`config.mk`:
```
export PLATFORM = sky130hd
export DESIGN_NAME = prog_loader
export DESIGN_NICKNAME = d
export VERILOG_FILES = /design/src/rtl/prog_loader_pkg.sv /design/src/rtl/prog_loader_ram_port_mux.sv /design/src/rtl/prog_loader.sv
export SDC_FILE = /design/constraint.sdc
export NUM_CORES = 1
export LEC_CHECK = 0
export CAP_MARGIN = 10
export CELL_PAD_IN_SITES_DETAIL_PLACEMENT = 0
export CELL_PAD_IN_SITES_GLOBAL_PLACEMENT = 1
export CORE_MARGIN = 1.5
export CORE_UTILIZATION = 42
export DETAILED_ROUTE_END_ITERATION = 8
export GPL_TIMING_DRIVEN = 0
export PLACE_DENSITY_LB_ADDON = 0.1
export SYNTH_ARGS = -nofsm -noshare
export SYNTH_HDL_FRONTEND = slang
export SYNTH_SLANG_ARGS = --single-unit
```
`constraint.sdc`:
```
create_clock -name clk -period 4 [get_ports clk]
set_input_delay 0.6 -clock clk [delete_from_list [all_inputs] [get_ports clk]]
set_output_delay 0.6 -clock clk [all_outputs]
set_load 0.05 [all_outputs]
```
`src/rtl/prog_loader_pkg.sv`:
```
// Shared constants and FSM encoding for the boot loader, CPU and RAM.
package prog_loader_pkg;

  // RAM geometry shared with the accumulator CPU and the 64x10 block RAM
  localparam int ADDR_W_DEF = 6;
  localparam int DATA_W_DEF = 10;

  // Header tags live in the bits above the address field
  localparam int TAG_W_DEF = DATA_W_DEF - ADDR_W_DEF;
  localparam logic [TAG_W_DEF-1:0] TAG_SYNC_MORE = 4'hA;
  localparam logic [TAG_W_DEF-1:0] TAG_SYNC_LAST = 4'hB;

  typedef enum logic [2:0] {
    ST_HDR,
    ST_LEN,
    ST_DATA,
    ST_CSUM,
    ST_RUN,
    ST_ERR
  } state_t;

endpackage

```
`src/rtl/prog_loader_ram_port_mux.sv`:
```
// Selects who drives the single RAM port: the loader while booting, the CPU once running.
module prog_loader_ram_port_mux #(
  parameter int ADDRESS_WIDTH = 6,
  parameter int DATA_WIDTH    = 10
) (
  input  logic                     sel_cpu,
  input  logic                     ld_we,
  input  logic [ADDRESS_WIDTH-1:0] ld_addr,
  input  logic [DATA_WIDTH-1:0]    ld_din,
  input  logic                     cpu_we,
  input  logic [ADDRESS_WIDTH-1:0] cpu_addr,
  input  logic [DATA_WIDTH-1:0]    cpu_din,
  output logic                     ram_we,
  output logic [ADDRESS_WIDTH-1:0] ram_addr,
  output logic [DATA_WIDTH-1:0]    ram_din
);

  // Purely combinational so CPU accesses reach the RAM in the same cycle
  always_comb begin
    ram_we   = ld_we;
    ram_addr = ld_addr;
    ram_din  = ld_din;
    if (sel_cpu) begin
      ram_we   = cpu_we;
      ram_addr = cpu_addr;
      ram_din  = cpu_din;
    end
  end

endmodule

```
`src/rtl/prog_loader.sv`:
```
// Boot loader: parses framed stream, writes payload to RAM, verifies
// per-block checksum, then hands the RAM port to the CPU.
module prog_loader
  import prog_loader_pkg::*;
#(
  parameter int ADDRESS_WIDTH = ADDR_W_DEF,
  parameter int DATA_WIDTH    = DATA_W_DEF,
  parameter logic [DATA_WIDTH-ADDRESS_WIDTH-1:0] SYNC_MORE = TAG_SYNC_MORE,
  parameter logic [DATA_WIDTH-ADDRESS_WIDTH-1:0] SYNC_LAST = TAG_SYNC_LAST
) (
  input  logic                     clk,
  input  logic                     rst,
  input  logic                     in_valid,
  input  logic [DATA_WIDTH-1:0]    in_data,
  output logic                     in_ready,
  input  logic                     cpu_we,
  input  logic [ADDRESS_WIDTH-1:0] cpu_addr,
  input  logic [DATA_WIDTH-1:0]    cpu_din,
  output logic                     ram_we,
  output logic [ADDRESS_WIDTH-1:0] ram_addr,
  output logic [DATA_WIDTH-1:0]    ram_din,
  output logic                     cpu_rst,
  output logic                     boot_done,
  output logic                     boot_err,
  output logic [ADDRESS_WIDTH:0]   words_loaded
);

  localparam int TW = DATA_WIDTH - ADDRESS_WIDTH;
  localparam logic [ADDRESS_WIDTH:0] WL_MAX = '1;

  state_t                   state, state_nxt;
  logic [ADDRESS_WIDTH-1:0] base, ptr, cnt;
  logic                     last;
  logic [DATA_WIDTH-1:0]    sum;
  logic                     ld_we;
  logic [ADDRESS_WIDTH-1:0] ld_addr;
  logic [DATA_WIDTH-1:0]    ld_din;
  logic [TW-1:0]            tag;
  logic                     is_sync;
  logic                     acc;

  // Ready depends only on the state register, never on in_valid
  assign in_ready  = (state != ST_RUN) && (state != ST_ERR);
  assign acc       = in_valid && in_ready;
  assign tag       = in_data[DATA_WIDTH-1:ADDRESS_WIDTH];
  assign is_sync   = (tag == SYNC_MORE) || (tag == SYNC_LAST);
  assign boot_done = (state == ST_RUN);
  assign boot_err  = (state == ST_ERR);

  // State register
  always_ff @(posedge clk) begin
    if (rst) state <= ST_HDR;
    else     state <= state_nxt;
  end

  // Frame parser transitions; RUN and ERR hold until reset
  always_comb begin
    state_nxt = state;
    case (state)
      ST_HDR:  if (acc && is_sync) state_nxt = ST_LEN;
      ST_LEN:  if (acc) state_nxt = ST_DATA;
      ST_DATA: if (acc && cnt == '0) state_nxt = ST_CSUM;
      ST_CSUM: if (acc) state_nxt = (in_data != sum) ? ST_ERR :
                                    (last ? ST_RUN : ST_HDR);
      default: state_nxt = state;
    endcase
  end

  // Datapath: header/length latches, write pointer, checksum, registered RAM write
  always_ff @(posedge clk) begin
    if (rst) begin
      base         <= '0;
      last         <= 1'b0;
      sum          <= '0;
      ptr          <= '0;
      cnt          <= '0;
      ld_we        <= 1'b0;
      ld_addr      <= '0;
      ld_din       <= '0;
      words_loaded <= '0;
      cpu_rst      <= 1'b1;
    end else begin
      ld_we   <= 1'b0;
      // Falls on the edge entering RUN, a cycle after the final write is presented
      cpu_rst <= (state_nxt != ST_RUN);
      if (acc) begin
        case (state)
          ST_HDR: if (is_sync) begin
            base <= in_data[ADDRESS_WIDTH-1:0];
            last <= (tag == SYNC_LAST);
            sum  <= '0;
          end
          ST_LEN: begin
            cnt <= in_data[ADDRESS_WIDTH-1:0];
            ptr <= base;
          end
          ST_DATA: begin
            ld_we   <= 1'b1;
            ld_addr <= ptr;
            ld_din  <= in_data;
            ptr     <= ptr + 1'b1;
            sum     <= sum + in_data;
            if (words_loaded != WL_MAX) words_loaded <= words_loaded + 1'b1;
            if (cnt != '0) cnt <= cnt - 1'b1;
          end
          default: ;
        endcase
      end
    end
  end

  prog_loader_ram_port_mux #(
    .ADDRESS_WIDTH(ADDRESS_WIDTH),
    .DATA_WIDTH   (DATA_WIDTH)
  ) u_mux (
    .sel_cpu (boot_done),
    .ld_we   (ld_we),
    .ld_addr (ld_addr),
    .ld_din  (ld_din),
    .cpu_we  (cpu_we),
    .cpu_addr(cpu_addr),
    .cpu_din (cpu_din),
    .ram_we  (ram_we),
    .ram_addr(ram_addr),
    .ram_din (ram_din)
  );

endmodule

```
* Yosys cells after proc, flatten, opt, wreduce, memory -nomap -nowiden
Cells that the tools add are included. W data, S select, Z words.
Storage, ports and cells: register bits after elaboration 57, input bits 30, output and inout bits 28, logic and storage cells 63
Cells by class: add/sub/neg operators 4, equal/unequal tests 14, muxes and demuxes 16, bitwise gates (word level) 1, reductions and logical operators 17
Operators by type and width (count):
- $pmux W6 S2 | 2
- $mux W10 | 2
- $pmux W10 S2 | 1
- $mux W3 | 6
- $mux W6 | 2
- $pmux W3 S4 | 1
- $reduce_and A3 Y1 | 4
- $add A10 B10 Y10 | 1
- $ne A10 B10 Y1 | 1
- $ne A3 B3 Y1 const B | 3
- $eq A4 B4 Y1 const B | 2
- $add A7 B1 Y7 const B | 1
- $ne A7 B7 Y1 const B | 1
- $add A6 B1 Y6 const B | 1
- $eq A3 B2 Y1 const B | 2
- $eq A3 B3 Y1 const B | 2
- $logic_not A6 Y1 | 1
- $reduce_bool A6 Y1 | 1
- $sub A6 B1 Y6 const B | 1
- $logic_and A1 B1 Y1 | 4
- $ne A2 B2 Y1 const B | 2
- $reduce_and A2 Y1 | 2
- $reduce_bool A2 Y1 | 2
- $eq A3 B1 Y1 const B | 1
- other kinds (5) | 6

* Longest topological paths before layout
depth in word-level cells 7, gate-level depth with buffers 9, gate-level depth less buffers 9

* Modules after synthesis
From an unflattened synthesis, not the netlist that was laid out.
Unflattened totals: cell total of the unflattened synthesis 379, area, all modules 3145.5 µm²
By module, submodules not included:
- prog_loader | instances 1, cells each 360, area each 2885.3 µm², seq. area each 1141.1 µm²
- prog_loader_ram_port_mux | instances 1, cells each 19, area each 260.2 µm², seq. area each 0.0 µm²

* Worst setup path after synthesis
Ideal clock, no wire load.
kind reg2out, from register state[1], to output ram_din[0], data arrival time 2.070 ns, required time 3.400 ns, slack 1.330 ns, stages on the path, launching flop included 6, buffers on the path 2, cells stage by stage dfxtp_1 > buf_4 > nand2b_1 > nor2_2 > buf_4 > mux2_2
Between the ends: word-level cells in the longest chain between the ends 2
Ends and longest elaborated chain:
- start: declaration | line prog_loader.sv:31 | state_t state, state_nxt;
- start signal: assignment | line prog_loader.sv:53 | else state <= state_nxt;
- $eq A3 B3 Y1 | line prog_loader.sv:47 | assign boot_done = (state == ST_RUN);
- via boot_done | line prog_loader.sv:23 | output logic boot_done,
- $mux W10 | line prog_loader_ram_port_mux.sv:23 | if (sel_cpu) begin
- end: declaration | line prog_loader.sv:21 | output logic [DATA_WIDTH-1:0] ram_din,
The timed path passes the listed nets, and every way through them passes these cells.

* Final worst setup path
from register state[2], to output ram_din[7]
Between the ends: word-level cells in the longest chain between the ends 2
Ends and longest elaborated chain (line):
- $eq A3 B3 Y1 | prog_loader.sv:47
- $mux W10 | prog_loader_ram_port_mux.sv:23
Every way passes these cells.

==> summary.txt <==
Remaining global-route overflow: 0
IO buf count: 55
Synthesized instance count: 372
GRT Total Usage: 0.2124
EDFF count, synth: 0
Multi-input logic area: 1821 sq um
Post-route clock period utilization: 0.8585
# DRC: 0
Final WL: 8.106 mm
Clock skew: 0.008183 ns
Postcts setup bufs: 0
RSZ-0062 raised after global routing: no
Finish-stage setup viols: 0
Sum Neg Setup Slack: 0 ns
Power, Total: 1.211 mW
GP Congestion: 0.8732
Area delta synth->final: 27.83%
Avg Inst Size Synth: 8.314 sq um
Dpl cells: 526
Seq cells post-synth: 57
Max IR drop VDD: 0.1391 mV
Antenna violation net count after detailed routing: 0
CTS clk-pin slew, worst paths: 0.06 ns
First-pass GRT wire length: 12.42 mm
Max_cap viols: 0
Root Driver: clkbuf_8
Antenna Diode Count: 0
Fmax: 291.2 MHz
Worst Setup Start Kind: flip-flop
Die Y: 88.82 um
Crit. End Element: primary output
Final Hold Vio Count: 0
Mapped cell area: 3093 sq um
Buf/Inv on CP: 2
Hold_sp: ld_addr[0]
Netlist cell types: 59
Slowest CP cell: clkdlybuf4s50_1
Pwr Density: 306.2 nW/um^2
Relative slew slack: 0.5361
Largest stage delay, worst path: 0.71 ns
CTS tree: yes
WP data arrival: 2.83 ns
WL per Instance: 14.96 um
Final nets: 482
Vias in the first global route: 2548
Post-synthesis async set-or-reset flop share: 0
Top FF cell, synth: dfxtp_1
Leak Pwr: 1.489 nW
Die W: 88.82 um
Iteration-0 DRC Markers: 121
Seq/Total Area, Yosys: 0.3689
Post-synth net total: 416
Row count: 31
Crit path kind: flip-flop to primary output
Worst min-delay path category: flip-flop to flip-flop
Number of fill cells in the layout: 700
Crit path launch: state[2]
Outcome: complete, no violations
Worst-skew pair later-pin latency: 0.34 ns
Inserted Clock Buffers: 9
Worst-margin pin slew: 0.6958 ns
Commonest non-fill, non-tap cell in the layout: dfxtp_1
Max FO, Critical Path: 10
Final WS setup: 0.5661 ns
Dpl ws: 0.9113 ns
TritonRoute pass-1 iters: 5
Most frequent cells in the layout: dfxtp_1 (57), clkdlybuf4s50_1 (55), nand2_1 (51)
Vias per inst: 5.328
I/O pin cnt: 58
H-tree levels: 3
Final min period: 3.434 ns
CP Data Required Time: 3.40 ns
Yosys warns: 0
Die ar.: 7888 sq um
Hold buffer count at CTS: 0
Maximum number of pins on one net before global-route repair: 11
Via count: 2888
Post-cts sizing count: 0
CP Cell Sequence: nand2b_1 -> nor2_2 -> buf_4 -> mux2_2 -> clkdlybuf4s50_1
Seq. cell area: 1141 sq um
Starting Density: 0.4310
Crit path max-delay family: buffers and inverters
CTS Sinks: 57
Initial antenna violation count: 0
Final Slew Violations: 0
Area of the core: 7176 sq um
Post-Layout Cell Count: 542
Hold WS: 0.4550 ns
R2R Path Start: sum[0]
Layout cells sized above 1: 0.1174
CTS max path bufs: 2
DP Wirelength: 6.124 mm
[cells in the mapped netlist, drive strengths merged (2+ instances only)]
cell type,count,area share
nand4,5,0.012
a21oi,35,0.061
a21boi,2,0.0049
o31ai,2,0.0049
ha,13,0.053
a22o,3,0.0085
xnor2,6,0.017
o21a,2,0.0049
mux2i,7,0.023
or3,5,0.012
dfxtp,57,0.37
or4,2,0.0049
a32o,2,0.0065
nor3,3,0.0049
nor2b,2,0.0040
inv,11,0.013
xor2,3,0.0085
a21o,2,0.0049
nand2b,5,0.010
a22oi,11,0.027
clkbuf,9,0.011
mux2,19,0.069
nor3b,2,0.0049
o21ai,23,0.038
nand3,10,0.020
a221oi,2,0.0057
buf,9,0.018
nor2,51,0.065
nand2,51,0.062
[sequential cells by signal (all words and copies together) (netlist names), 3 cells and up]
register and count:
base 6, state 3, ld_din 10, sum 10, cnt 6, ptr 6
ld_addr 6, words_loaded 7
[layer usage]
| metal | track usage | routed length (um) |
|---|---|---|
| met5 | 0 | 0 |
| met1 | 0.2703 | 3792 |
| met2 | 0.3506 | 3952 |
| met4 | 0.08949 | 136 |
| met3 | 0.04198 | 226 |
[tightest hold or removal path, delay by kind of cell (launching register included)]
| kind | cells | cell delay [ns] |
|---|---|---|
| DFF | 1 | 0.31 |
| and+or+nand+nor | 1 | 0.05 |
| AOI/OAI and AO/OA | 1 | 0.05 |
[cell type report]
type                       instances  area share
multi-input combinational        286      0.4604
timing repair buffer              55      0.1392
clock buffer                      10     0.03228
tap                               99     0.03133
inverter                          11     0.01044
sequential                        57      0.2886
clock inverter                     6     0.01487
buffer                            18     0.02278
[per-stage QoR]
stage / utilization / area (sq um)
6_report: 0.5510 / 3954
5_1_grt: 0.5510 / 3954
4_1_cts: 0.5510 / 3954
3_5_place_dp: 0.5250 / 3767
3_3_place_gp: 0.5250 / 3767
2_1_floorplan: - / 3093
[path summary, 6_finish.rpt]
kind                              endpoint  slack (ns)  cells past startpoint
worst min register to register  ld_addr[0]        0.46                      2
worst max register to register      sum[6]        1.93                      9
worst max-delay path            ram_din[7]        0.57                      5
worst min-delay path            ld_addr[0]        0.46                      2
[cells by family (layout without fill, tap and decap cells)]
family / count (synthesis) / count (layout) / share of synthesized area
xor+xnor: 9 / 9 / 0.02549
fa+ha+maj: 14 / 14 / 0.05906
simple gates: 142 / 142 / 0.2140
mux: 26 / 26 / 0.09183
flops: 57 / 57 / 0.3689
buf+inv: 29 / 100 / 0.04247
compound gates: 95 / 95 / 0.1982
[where the power goes]
| part | switching, mW | total (mW) | internal [mW] |
|---|---|---|---|
| Clock | 0.236 | 0.520 | 0.284 |
| Sequential | 0.00373 | 0.576 | 0.572 |
| Combinational | 0.0622 | 0.115 | 0.0524 |
| Total | 0.302 | 1.21 | 0.909 |
Note: power is estimated with default switching activity, not from simulation.
